## src/rtl/handshake_tx_queue_pkg.sv

```systemverilog
// Shared definitions for the handshake transmit queue: FSM encoding and sizing helpers.
package handshake_tx_queue_pkg;

  localparam int DATA_WIDTH_DEF = 8;

  localparam logic [2:0] ST_IDLE     = 3'd0;
  localparam logic [2:0] ST_WRITE    = 3'd1;
  localparam logic [2:0] ST_WAIT_REQ = 3'd2;
  localparam logic [2:0] ST_WAIT_ACK = 3'd3;
  localparam logic [2:0] ST_WAIT_CLR = 3'd4;

  function automatic int addr_w(input int depth);
    return (depth > 1) ? $clog2(depth) : 1;
  endfunction

endpackage

```

## src/rtl/handshake_tx_queue_sync_fifo.sv

```systemverilog
// Single-clock FIFO; full/empty come from the occupancy counter's extra bit.
module sync_fifo
  import handshake_tx_queue_pkg::*;
#(
  parameter int DATA_WIDTH = DATA_WIDTH_DEF,
  parameter int DEPTH      = 4,
  localparam int ADDR_W    = addr_w(DEPTH)
) (
  input  logic                  i_clk,
  input  logic                  i_arst_n,
  input  logic                  i_push,
  input  logic                  i_pop,
  input  logic [DATA_WIDTH-1:0] i_data,
  output logic [DATA_WIDTH-1:0] o_head,
  output logic                  o_full,
  output logic                  o_empty,
  output logic [ADDR_W:0]       o_level
);

  logic [DATA_WIDTH-1:0] r_mem [DEPTH];
  logic [ADDR_W-1:0]     r_wr_ptr;
  logic [ADDR_W-1:0]     r_rd_ptr;
  logic [ADDR_W:0]       r_count;
  logic                  w_push;
  logic                  w_pop;

  assign o_full  = r_count[ADDR_W];
  assign o_empty = (r_count == '0);
  assign w_push  = i_push & ~o_full;
  assign w_pop   = i_pop & ~o_empty;
  assign o_head  = r_mem[r_rd_ptr];
  assign o_level = r_count;

  always_ff @(posedge i_clk) begin
    if (w_push) r_mem[r_wr_ptr] <= i_data;
  end

  always_ff @(posedge i_clk or negedge i_arst_n) begin
    if (!i_arst_n) begin
      r_wr_ptr <= '0;
      r_rd_ptr <= '0;
      r_count  <= '0;
    end else begin
      if (w_push) r_wr_ptr <= r_wr_ptr + ADDR_W'(1);
      if (w_pop)  r_rd_ptr <= r_rd_ptr + ADDR_W'(1);
      case ({w_push, w_pop})
        2'b10:   r_count <= r_count + (ADDR_W+1)'(1);
        2'b01:   r_count <= r_count - (ADDR_W+1)'(1);
        default: r_count <= r_count;
      endcase
    end
  end

endmodule

```

## src/rtl/handshake_tx_queue.sv

```systemverilog
// Source-side queue feeding the mux-handshake synchronizer one word per req/ack round trip.
// Optional handshake watchdog and o_timeout port under HSQ_TIMEOUT_EN.
module handshake_tx_queue
  import handshake_tx_queue_pkg::*;
#(
  parameter int DATA_WIDTH     = DATA_WIDTH_DEF,
  parameter int DEPTH          = 4,
  parameter int TIMEOUT_CYCLES = 1024,
  localparam int ADDR_W        = addr_w(DEPTH)
) (
  input  logic                  i_clk,
  input  logic                  i_arst_n,
  input  logic                  i_s_valid,
  output logic                  o_s_ready,
  input  logic [DATA_WIDTH-1:0] i_s_data,
  output logic                  o_hs_wr,
  output logic [DATA_WIDTH-1:0] o_hs_data,
  input  logic                  i_hs_rdy,
  input  logic                  i_hs_ack,
  output logic                  o_busy,
  output logic [ADDR_W:0]       o_level
`ifdef HSQ_TIMEOUT_EN
  ,
  output logic                  o_timeout
`endif
);

  // state    | meaning
  // IDLE     | waiting for a queued word, rdy high and ack low
  // WRITE    | strobe cycle, word presented to synchronizer
  // WAIT_REQ | waiting for the request to latch (rdy low)
  // WAIT_ACK | waiting for the destination ack; pop on arrival
  // WAIT_CLR | waiting for ack release before the next strobe
  logic [2:0]            r_state;
  logic                  r_hs_wr;
  logic [DATA_WIDTH-1:0] r_hs_data;
  logic [DATA_WIDTH-1:0] w_head;
  logic                  w_full;
  logic                  w_empty;
  logic                  w_push;
  logic                  w_pop;
  logic                  w_start;

  sync_fifo #(
    .DATA_WIDTH (DATA_WIDTH),
    .DEPTH      (DEPTH)
  ) u_fifo (
    .i_clk    (i_clk),
    .i_arst_n (i_arst_n),
    .i_push   (w_push),
    .i_pop    (w_pop),
    .i_data   (i_s_data),
    .o_head   (w_head),
    .o_full   (w_full),
    .o_empty  (w_empty),
    .o_level  (o_level)
  );

  assign o_s_ready = ~w_full;
  assign w_push    = i_s_valid & ~w_full;
  assign w_pop     = (r_state == ST_WAIT_ACK) & i_hs_ack;
  // A strobe while ack is still high would be masked by the synchronizer.
  assign w_start   = (r_state == ST_IDLE) & ~w_empty & i_hs_rdy & ~i_hs_ack;
  assign o_hs_wr   = r_hs_wr;
  assign o_hs_data = r_hs_data;
  assign o_busy    = (r_state != ST_IDLE) | ~w_empty;

  always_ff @(posedge i_clk or negedge i_arst_n) begin
    if (!i_arst_n) begin
      r_state   <= ST_IDLE;
      r_hs_wr   <= 1'b0;
      r_hs_data <= '0;
    end else begin
      r_hs_wr <= 1'b0;
      case (r_state)
        ST_IDLE: begin
          if (w_start) begin
            r_hs_data <= w_head;
            r_hs_wr   <= 1'b1;
            r_state   <= ST_WRITE;
          end
        end
        ST_WRITE:    r_state <= ST_WAIT_REQ;
        ST_WAIT_REQ: if (!i_hs_rdy && !i_hs_ack) r_state <= ST_WAIT_ACK;
        ST_WAIT_ACK: if (i_hs_ack) r_state <= ST_WAIT_CLR;
        ST_WAIT_CLR: if (!i_hs_ack) r_state <= ST_IDLE;
        default:     r_state <= ST_IDLE;
      endcase
    end
  end

`ifdef HSQ_TIMEOUT_EN
  localparam int WD_W = $clog2(TIMEOUT_CYCLES + 1);
  localparam logic [WD_W-1:0] WD_MAX = WD_W'(TIMEOUT_CYCLES);

  logic [WD_W-1:0] r_wd_cnt;
  logic [WD_W-1:0] w_wd_next;
  logic            w_waiting;
  logic            r_timeout;

  assign w_waiting = (r_state == ST_WAIT_REQ) | (r_state == ST_WAIT_ACK) |
                     (r_state == ST_WAIT_CLR);
  assign o_timeout = r_timeout;

  always_comb begin
    w_wd_next = '0;
    if (w_waiting) w_wd_next = (r_wd_cnt == WD_MAX) ? r_wd_cnt : r_wd_cnt + WD_W'(1);
  end

  always_ff @(posedge i_clk or negedge i_arst_n) begin
    if (!i_arst_n) begin
      r_wd_cnt  <= '0;
      r_timeout <= 1'b0;
    end else begin
      r_wd_cnt <= w_wd_next;
      if (w_wd_next == WD_MAX) r_timeout <= 1'b1;
    end
  end
`else
  logic w_unused_timeout_cfg;
  assign w_unused_timeout_cfg = (TIMEOUT_CYCLES > 0);
`endif

endmodule
```

## config.mk

```make
export PLATFORM = sky130hd
export DESIGN_NAME = handshake_tx_queue
export DESIGN_NICKNAME = d
export VERILOG_FILES = /design/src/rtl/handshake_tx_queue_pkg.sv /design/src/rtl/handshake_tx_queue_sync_fifo.sv /design/src/rtl/handshake_tx_queue.sv
export SDC_FILE = /design/constraint.sdc
export NUM_CORES = 1
export LEC_CHECK = 0
export ABC_AREA = 1
export CORE_ASPECT_RATIO = 0.9
export CORE_MARGIN = 2
export CORE_UTILIZATION = 37
export DETAILED_ROUTE_END_ITERATION = 10
export GPL_ROUTABILITY_DRIVEN = 0
export SYNTH_ARGS = -nofsm -noshare
export SYNTH_HDL_FRONTEND = slang
export SYNTH_HIERARCHICAL = 1
export SYNTH_SLANG_ARGS = --single-unit
```

## constraint.sdc

```tcl
create_clock -name i_clk -period 2.15 [get_ports i_clk]
set_clock_uncertainty 0.05 [all_clocks]
set_input_delay 0.215 -clock i_clk [delete_from_list [all_inputs] [get_ports i_clk]]
set_output_delay 0.215 -clock i_clk [all_outputs]
set_load 0.02 [all_outputs]
```

==> results.md <==
* Outcome: finished, final reports clean
* Synth Flop Type: edfxtp_1
* Die height at just under 80 µm
* Synth top cells by count: 68 x nand2_1, 37 x inv_1, 32 x edfxtp_1, 19 x dfrtp_1, 16 x o211ai_1
* Die W at between 80 and 90 µm
* RSZ-0062 raised after global routing: false
* Critical Path Most Common Cell: nand2_1
* Relative slew slack at ~68%
* Vias at between 1000 and 1500
* Post-DRT Antenna Nets at 0
* Setup tns final at 0 ns
* Residual DRC count at 0
* CTS tree: built
* Worst-path clk slew at 0.10 ns
* Final net count at roughly 280
* EDFF count, synth at 32
* Period utilization at between 90 and 100%
* CP max FO at 4
* Yosys cell types at 25
* Cells after Synth at 221
* Hold Fails Final Rpt at 0
* # setup viols final at 0
* Leakage at between 0.001 and 0.0015 µW
* CP cell instances: inv_1 > nand3_1 > nor2_1 > nand2_1 > inv_1 > ha_1 > inv_1 > fa_1 > nand2_1 > nand3_1 > nand2_1 > nand2_1
* Min Tclk post-route at just under 2 ns
* Area growth, synth to finish at 19.68%
* Post-CTS Hold Buffers at 0
* Cell taking the most area after synthesis: edfxtp_1
* Maximum clock insertion buffer count at 2
* Top-count cell post-synth: nand2_1
* Syn. warnings at 6
* Mean post-synth cell area at roughly 10 µm²
* P per Cell Area at approximately 1200 nW/µm²
* Layout cell share with drive strength beyond 1 at around a tenth
* Crit Path Class: reg2reg
* Largest net degree at the start of global routing at 34
* First-pass GRT wire length at 6375 µm
* Delay-heaviest family, CP: simple AND/OR/NAND/NOR gates
* Final HPWL from detailed placement at roughly 2700 µm
* Critical Path RT at between 2 and 2.5 ns
* CP max stage delay at ~0.44 ns
* Antenna cells at 0
* Rows at 27
* Syn Nets at 240
* Tot GR Track Use at between 10% and 20%
* Max Cap Viol at 0
* Post-synth ARST share at 37.25%
* Starting Density at 37.84%
* GRT overflow at 0
* Slew Viols, Final at 0
* Synthesis-stage register bit count at 51
* Initial antenna violation count at 0
* Vias per inst at between 4 and 5
* Htree depth at 2
* Worst setup SP type: flop
* Worst hold path class: in2async
* Worst Tran Pin Value at between 0.4 and 0.5 ns
* Drt pass-1 iters at 4
* Total CTS buffers at 5
* Die ar. at 6867 µm²
* Power consumption at between 3000 and 4000 µW
* Critical-path top delay cell: dfrtp_1
* IO Port Bufs at 26
* Part of the Yosys area used for sequential elements at 62.43%
* Sink Count at 51
* Iter 0 DRT Violations at 52
* Max VDD drop at between 0.0003 and 0.0004 V
* F_max at 0.5122 GHz
* CTS root buf: clkbuf_8
* Worst skew pair latency at ~0.3 ns
* Top-area cell type share of the netlist area at a little over two fifths
* Synth area leaders: edfxtp_1 42%, dfrtp_1 21%, nand2_1 11%
* DRT Wirelength at 3870 µm
* Avg WL per Cell at between 10 and 15 µm
* Core ar. at 6081 µm²
* Crit. End Element: flop
* Ports at 27
* Vias in the first global route at approximately 1400
* Mapped cell area at 2301 µm²
* Worst path arrival time at 2.10 ns
* Critical path buffers and inverters at 3
## cells in the final DEF (no fill, tap or decap), drive strengths merged, types with 2 or more instances in the layout
| cell | n |
|---|---|
| buf | 7 |
| nor2 | 15 |
| clkdlybuf4s50 | 25 |
| edfxtp | 32 |
| dfrtp | 19 |
| a21oi | 2 |
| nand2 | 70 |
| o211ai | 16 |
| ha | 5 |
| clkbuf | 6 |
| o21ai | 3 |
| inv | 42 |
| nand3 | 8 |
## worst reg2reg max path: stages (launching register included)
cell and delay [ns]:
dfrtp_1 0.44, inv_1 0.09, nand3_1 0.11, nor2_1 0.15, nand2_1 0.09, inv_1 0.06
ha_1 0.16, inv_1 0.07, fa_1 0.37, nand2_1 0.10, nand3_1 0.07, nand2_1 0.05
nand2_1 0.04
## logic make-up (layout without fill, tap and decap cells)
family,after synthesis,count (layout),synth area share (%)
adders and majority gates,6,6,3.589
buffers and inverters,47,83,9.298
and+or+nand+nor,94,94,17.62
AOI/OAI and AO/OA,21,21,6.308
DFF,51,51,62.43
xor gates and xnor gates,2,2,0.7614
## power breakdown
part / internal [µW] / switching [µW]
Sequential: 1300 / 166
Combinational: 542 / 806
Clock: 263 / 317
## final cells by class
class	count	area (µm²)
clock buffer	6	82.58
inverter	42	162.7
tap	72	90.09
fill	577	3327
clock inverter	2	16.27
sequential	51	1436
timing repair buffer	33	315.3
multi-input combinational	123	650.6
## worst paths after layout
check	endpoint	slack [ns]	start	cells past startpoint
hold reg to reg	o_hs_data[4]	0.44	o_hs_data[4]	2
min in group i_clk	o_hs_data[4]	0.44	o_hs_data[4]	2
setup reg to reg	u_fifo/o_level[2]	0.20	r_state[2]	12
hold / removal	o_hs_data[0]	0.19	i_arst_n	2
setup / recovery	u_fifo/o_level[2]	0.20	r_state[2]	12
max in group asynchronous	o_hs_wr	1.66	i_arst_n	2
## registers in the layout, indices dropped and copies added (netlist names)
register	flops
r_state	3
u_fifo/r_rd_ptr	2
u_fifo/o_level	3
u_fifo/r_wr_ptr	2
o_hs_wr	1
u_fifo/r_mem	32
o_hs_data	8
## metal layers
| layer | global-route usage (%) | share of wire, % |
|---|---|---|
| met1 | 15.35 | 47 |
| met2 | 20.23 | 48 |
| met3 | 3.430 | 3.3 |
| met4 | 5.077 | 1.3 |
| met5 | 0 | 0 |
## metrics by stage
step / cells / utilization (%) / instance area (µm²) / hold slack (ns) / worst slack (ns)
CTS: 329 / 45.25 / 2751 / 0.1870 / 0.06521
floorplan: 221 / - / 2301 / -0.1306 / 0.3164
global route: 329 / 45.29 / 2754 / 0.2180 / 0.01825
detailed placement: 321 / 43.62 / 2653 / 0.4209 / 0.07344
finish: 329 / 45.29 / 2754 / 0.1852 / 0.1977
global placement: 321 / 43.62 / 2653 / 0.4153 / 0.1052
## timing repair
action / in CTS / in global routing
buffers inserted: 0 / 0
resized for setup: 0 / 1
endpoints found under the setup margin: 0 / 1
Power figures use the tool's default switching activity.
